<file path="src/rtl/rx_frame_ctrl.sv">
// rx_frame_ctrl: oversampled start/data/stop framing for the serial receive path.
// Detects and qualifies a start bit, samples 8 data bits LSB first plus the stop bit,
// then waits for bicReceive to confirm the frame with charRec before publishing it.
//
// Handshake: charRec is a one-cycle completion pulse that is only acted on in
// WAIT_DONE. Each accepted frame produces exactly one rxValid pulse, in the cycle
// after charRec, with rxData already updated. A rejected frame produces one frameErr
// pulse instead. The two pulses are mutually exclusive.
module rx_frame_ctrl #(
    parameter int OVS      = 16,
    parameter int DONE_TMO = 32
) (
    input  logic       srClock,
    input  logic       rst,
    input  logic       serIn,
    input  logic       charRec,
    output logic       recEn,
    output logic [7:0] rxData,
    output logic       rxValid,
    output logic       frameErr,
    output logic [1:0] dbgState
);

    localparam int PW = $clog2(OVS);
    localparam int TW = $clog2(DONE_TMO + 1);

    localparam logic [PW-1:0] HALF_LAST = PW'(OVS / 2 - 1);
    localparam logic [PW-1:0] PH_LAST   = PW'(OVS - 1);
    localparam logic [TW-1:0] TMO_LAST  = TW'(DONE_TMO - 1);

    typedef enum logic [1:0] {
        IDLE      = 2'd0,
        START_CHK = 2'd1,
        RECV      = 2'd2,
        WAIT_DONE = 2'd3
    } state_t;

    state_t        state;
    logic          s1;
    logic          sIn;
    logic          vld1;
    logic          vld2;
    logic          armed;
    logic [PW-1:0] phase;
    logic [3:0]    bitIdx;
    logic [TW-1:0] tmo;
    logic [7:0]    shreg;
    logic          stopOk;

    assign dbgState = state;

    // Two-flop synchronizer, plus an arming flag: after reset, sIn only becomes
    // trustworthy two edges later, and the line must be seen high once before a
    // falling edge may count as a start bit.
    always_ff @(posedge srClock or posedge rst) begin
        if (rst) begin
            s1    <= 1'b1;
            sIn   <= 1'b1;
            vld1  <= 1'b0;
            vld2  <= 1'b0;
            armed <= 1'b0;
        end else begin
            s1   <= serIn;
            sIn  <= s1;
            vld1 <= 1'b1;
            vld2 <= vld1;
            if (vld2 && sIn) begin
                armed <= 1'b1;
            end
        end
    end

    // Frame FSM with registered recEn/rxData/rxValid/frameErr.
    always_ff @(posedge srClock or posedge rst) begin
        if (rst) begin
            state    <= IDLE;
            recEn    <= 1'b0;
            rxData   <= 8'h00;
            rxValid  <= 1'b0;
            frameErr <= 1'b0;
            phase    <= '0;
            bitIdx   <= '0;
            tmo      <= '0;
            shreg    <= 8'h00;
            stopOk   <= 1'b0;
        end else begin
            rxValid  <= 1'b0;
            frameErr <= 1'b0;
            case (state)
                IDLE: begin
                    phase <= '0;
                    tmo   <= '0;
                    if (armed && !sIn) begin
                        state <= START_CHK;
                        recEn <= 1'b1;
                    end
                end

                START_CHK: begin
                    // Re-check the line half a bit later to reject glitches.
                    if (phase == HALF_LAST) begin
                        phase <= '0;
                        if (sIn) begin
                            state <= IDLE;
                            recEn <= 1'b0;
                        end else begin
                            state  <= RECV;
                            bitIdx <= '0;
                        end
                    end else begin
                        phase <= phase + 1'b1;
                    end
                end

                RECV: begin
                    if (phase == PH_LAST) begin
                        phase <= '0;
                        if (bitIdx == 4'd8) begin
                            stopOk <= sIn;
                            tmo    <= '0;
                            state  <= WAIT_DONE;
                        end else begin
                            // LSB arrives first, so shift in from the top.
                            shreg  <= {sIn, shreg[7:1]};
                            bitIdx <= bitIdx + 1'b1;
                        end
                    end else begin
                        phase <= phase + 1'b1;
                    end
                end

                WAIT_DONE: begin
                    if (charRec) begin
                        if (stopOk) begin
                            rxData  <= shreg;
                            rxValid <= 1'b1;
                        end else begin
                            frameErr <= 1'b1;
                        end
                        state <= IDLE;
                        recEn <= 1'b0;
                        tmo   <= '0;
                    end else if (tmo == TMO_LAST) begin
                        frameErr <= 1'b1;
                        state    <= IDLE;
                        recEn    <= 1'b0;
                        tmo      <= '0;
                    end else begin
                        tmo <= tmo + 1'b1;
                    end
                end

                default: begin
                    state <= IDLE;
                    recEn <= 1'b0;
                end
            endcase
        end
    end

endmodule

</file>
<file path="config.mk">
export PLATFORM = sky130hd
export DESIGN_NAME = rx_frame_ctrl
export DESIGN_NICKNAME = d
export VERILOG_FILES = /design/src/rtl/rx_frame_ctrl.sv
export SDC_FILE = /design/constraint.sdc
export NUM_CORES = 1
export LEC_CHECK = 0
export ABC_CLOCK_PERIOD_IN_PS = 2120
export CAP_MARGIN = 30
export CORE_MARGIN = 2
export CORE_UTILIZATION = 59
export CTS_BUF_LIST = sky130_fd_sc_hd__clkbuf_2 sky130_fd_sc_hd__clkbuf_4 sky130_fd_sc_hd__clkbuf_8
export CTS_CLUSTER_SIZE = 14
export DETAILED_ROUTE_END_ITERATION = 12
export PLACE_DENSITY = 0.89
export SYNTH_ARGS = -nofsm -noshare
export SYNTH_HDL_FRONTEND = slang
export SYNTH_SLANG_ARGS = --single-unit
</file>
<file path="constraint.sdc">
create_clock -name srClock -period 2.12 [get_ports srClock]
set_input_delay 0.424 -clock srClock [delete_from_list [all_inputs] [get_ports srClock]]
set_output_delay 0.424 -clock srClock [all_outputs]
set_load 0.02 [all_outputs]
</file>
==> flow_summary.yaml <==
outcome:
  outcome: "complete, no violations"
logic_synthesis:
  ys_seq_area_frac: 0.519
  async_flop_share: 1.00
  yosys_register_bits: 41
  synthFlopType: "dfrtp_1"
  synth_edf_count: 0
  ys_types: 43
  syn_inst: 165
  synth-warning-count: 0
  netlist_area_um2: 1980
  syn_avg_cell_area_um2: 12.0
  synth.net_count: 179
floorplanning:
  core_um2: 3280
  io_pins: 17
  die_x_um: 62.0
  dieArea_um2: 3840
  die_h_um: 62.0
  rows: 21
  start_util: 0.604
setup_path:
  required_ps: 2360
  slowest_delay_ps: 480
  crit_path_end_kind: "flop"
  rrSetupSlack_ps: 150
  worstPathMaxFanout: 7
  crit_chain: "inv_1 -> ha_1 -> nor2_1 -> a21oi_2 -> o211ai_1 -> mux2_2"
  worstSetupStartpointType: "flop"
  cp-endpoint: "bitIdx[0]$_DFFE_PP0P_"
  r2r-end: "bitIdx[0]$_DFFE_PP0P_"
  reg2reg_depth: 6
  crit_type: "reg -> reg"
  arrival_ps: 2210
  critPathSlowestCell: "dfrtp_1"
cts:
  htreeDepth: 2
  cts-root-buf: "clkbuf_4"
  clkTransAtPathRegs_ps: 130
  cts_tree: "built"
  clockBufferDepth: 2
  post_cts_buffers: 0
  cts_buffers: 5
  clock_latency_ps: 360
  cts_sinks: 41
power_and_ir_drop:
  finalPower_mw: 2.36
  ir_worst_vdd_v: 0.000616
  powerDensity_nw_per_um2: 1020
  p_leak_nw: 1.12
routing:
  finalWirelength_um: 3620
  avgViaCountPerCell: 5.70
  final_antenna_net_count: 0
  wire_per_inst_um: 15.3
  drtIter0Drc: 62
  drt_first_pass_iters: 4
  drc_errors: 0
  vias: 1351
placement:
  hpwl_um: 2670
  io_buffer_count: 16
  placed_area_um2: 2210
  gp_congestion: 0.829
timing:
  fin_skew_ps: 19.4
  finalSetupViolCount: 0
  rsz0062_at_grt: "false"
  fmax_mhz: 508
  finalSetupTns_ps: 0
  fin_crit_sh: 0.929
  finalHoldViolations: 0
  slew_viol_final: 0
  period_needed_ps: 1970
grt:
  grt.overflow.total: 0
  gr-usage-met2: 0.374
  grtUsageMet1: 0.269
  antenna_found_initial: 0
  grtUsageTotal: 0.228
  met3_usage: 0.0704
  grt_max_degree: 42
  grt_pass1_wl_um: 6130
  grt_pass1_vias: 1301
  grt_busiest_layer: "met2"
cells_and_area:
  drive_gt1_frac: 0.220
  fin_nets: 204
  antennaDiodeCount: 0
  syn2layout_area_growth_pct: 16.8
  layout_common_cells: "dfrtp_1, mux2_2, clkdlybuf4s50_1"
  final_common_cell: "dfrtp_1"
  fin_util: 0.706
  design_area_um2: 2320
hold_path:
  worstHoldStart: "vld1$_DFF_PP0_"
  hold_path.class: "reg -> reg"
job:
  max_cap_viol_count: 0
[synthesized netlist by cell type, types with 3 or more instances]
| cell type | n | share of area |
|---|---|---|
| nand2b_1 | 4 | 0.013 |
| nand3_1 | 8 | 0.020 |
| a21o_1 | 3 | 0.011 |
| mux2_2 | 19 | 0.11 |
| nand2_1 | 10 | 0.019 |
| ha_1 | 10 | 0.063 |
| dfrtp_1 | 39 | 0.49 |
| nor2b_1 | 4 | 0.013 |
| o21ai_0 | 7 | 0.018 |
| nor2_1 | 6 | 0.011 |
| or3_1 | 3 | 0.0095 |
| inv_1 | 10 | 0.019 |
| nand4_1 | 3 | 0.0095 |
| nor3_1 | 3 | 0.0076 |
[metrics by stage]
step	worst slack, ps	hold WS, ps	cells
global route	15.2	364	237
CTS	116	356	237
finish	151	345	237
global placement	231	336	229
detailed placement	148	341	229
floorplan	296	331	165
[registers in the layout, indices dropped and copies added, names as in the netlist, 4 cells and up, named ones only]
signal  flops
rxData      8
bitIdx      4
tmo         6
shreg       8
phase       4
[worst max-delay path: cells and delay by family, from the launching register on]
kind / cells / cell delay, ps
simple gates: 1 / 150
flops: 1 / 480
fa+ha+maj: 1 / 400
mux: 1 / 300
compound gates: 2 / 390
buf+inv: 1 / 120
[power by group]
part | switching, mW | internal [mW]
logic | 0.465 | 0.333
registers | 0.0776 | 0.855
clock network | 0.262 | 0.365
total | 0.805 | 1.55
[final cells by class]
cell class,instances,area [um2]
clock buffer,5,37.5
clock inverter,3,65.1
fill,230,967
inverter,10,37.5
multi-input combinational,112,901
sequential,41,1030
tap,46,57.6
timing repair buffer,20,190
[logic make-up (layout without fill, tap and decap cells)]
family	Yosys count	after routing	share of synthesized area
muxes	21	21	0.119
buffers and inverters	12	38	0.0284
and+or+nand+nor	49	49	0.139
adders and majority gates	10	10	0.0631
other	1	1	0.00189
DFF	41	41	0.519
AOI/OAI and AO/OA	31	31	0.131
[how the worst min path moves through the flow]
stage	cells after the start	slack, ps	to
finish	0	350	vld2$_DFF_PP0_
detailed placement	0	340	vld2$_DFF_PP0_
floorplan	0	330	vld2$_DFF_PP0_
global route	0	360	vld2$_DFF_PP0_
global placement	0	340	vld2$_DFF_PP0_
CTS	0	360	vld2$_DFF_PP0_
[per-layer routing]
metal / vias to the layer above / part of all wire
li1: 638 / -
met4: 0 / 0.029
met1: 668 / 0.40
met3: 9 / 0.045
met5: - / 0
met2: 36 / 0.53
[timing repair]
item | in CTS | in global routing
gates resized for setup | 0 | 1
hold endpoints to repair | 0 | 0
hold buffers | 0 | 0
endpoints found under the setup margin | 0 | 8
No activity file was read; power rests on OpenSTA's default activity.
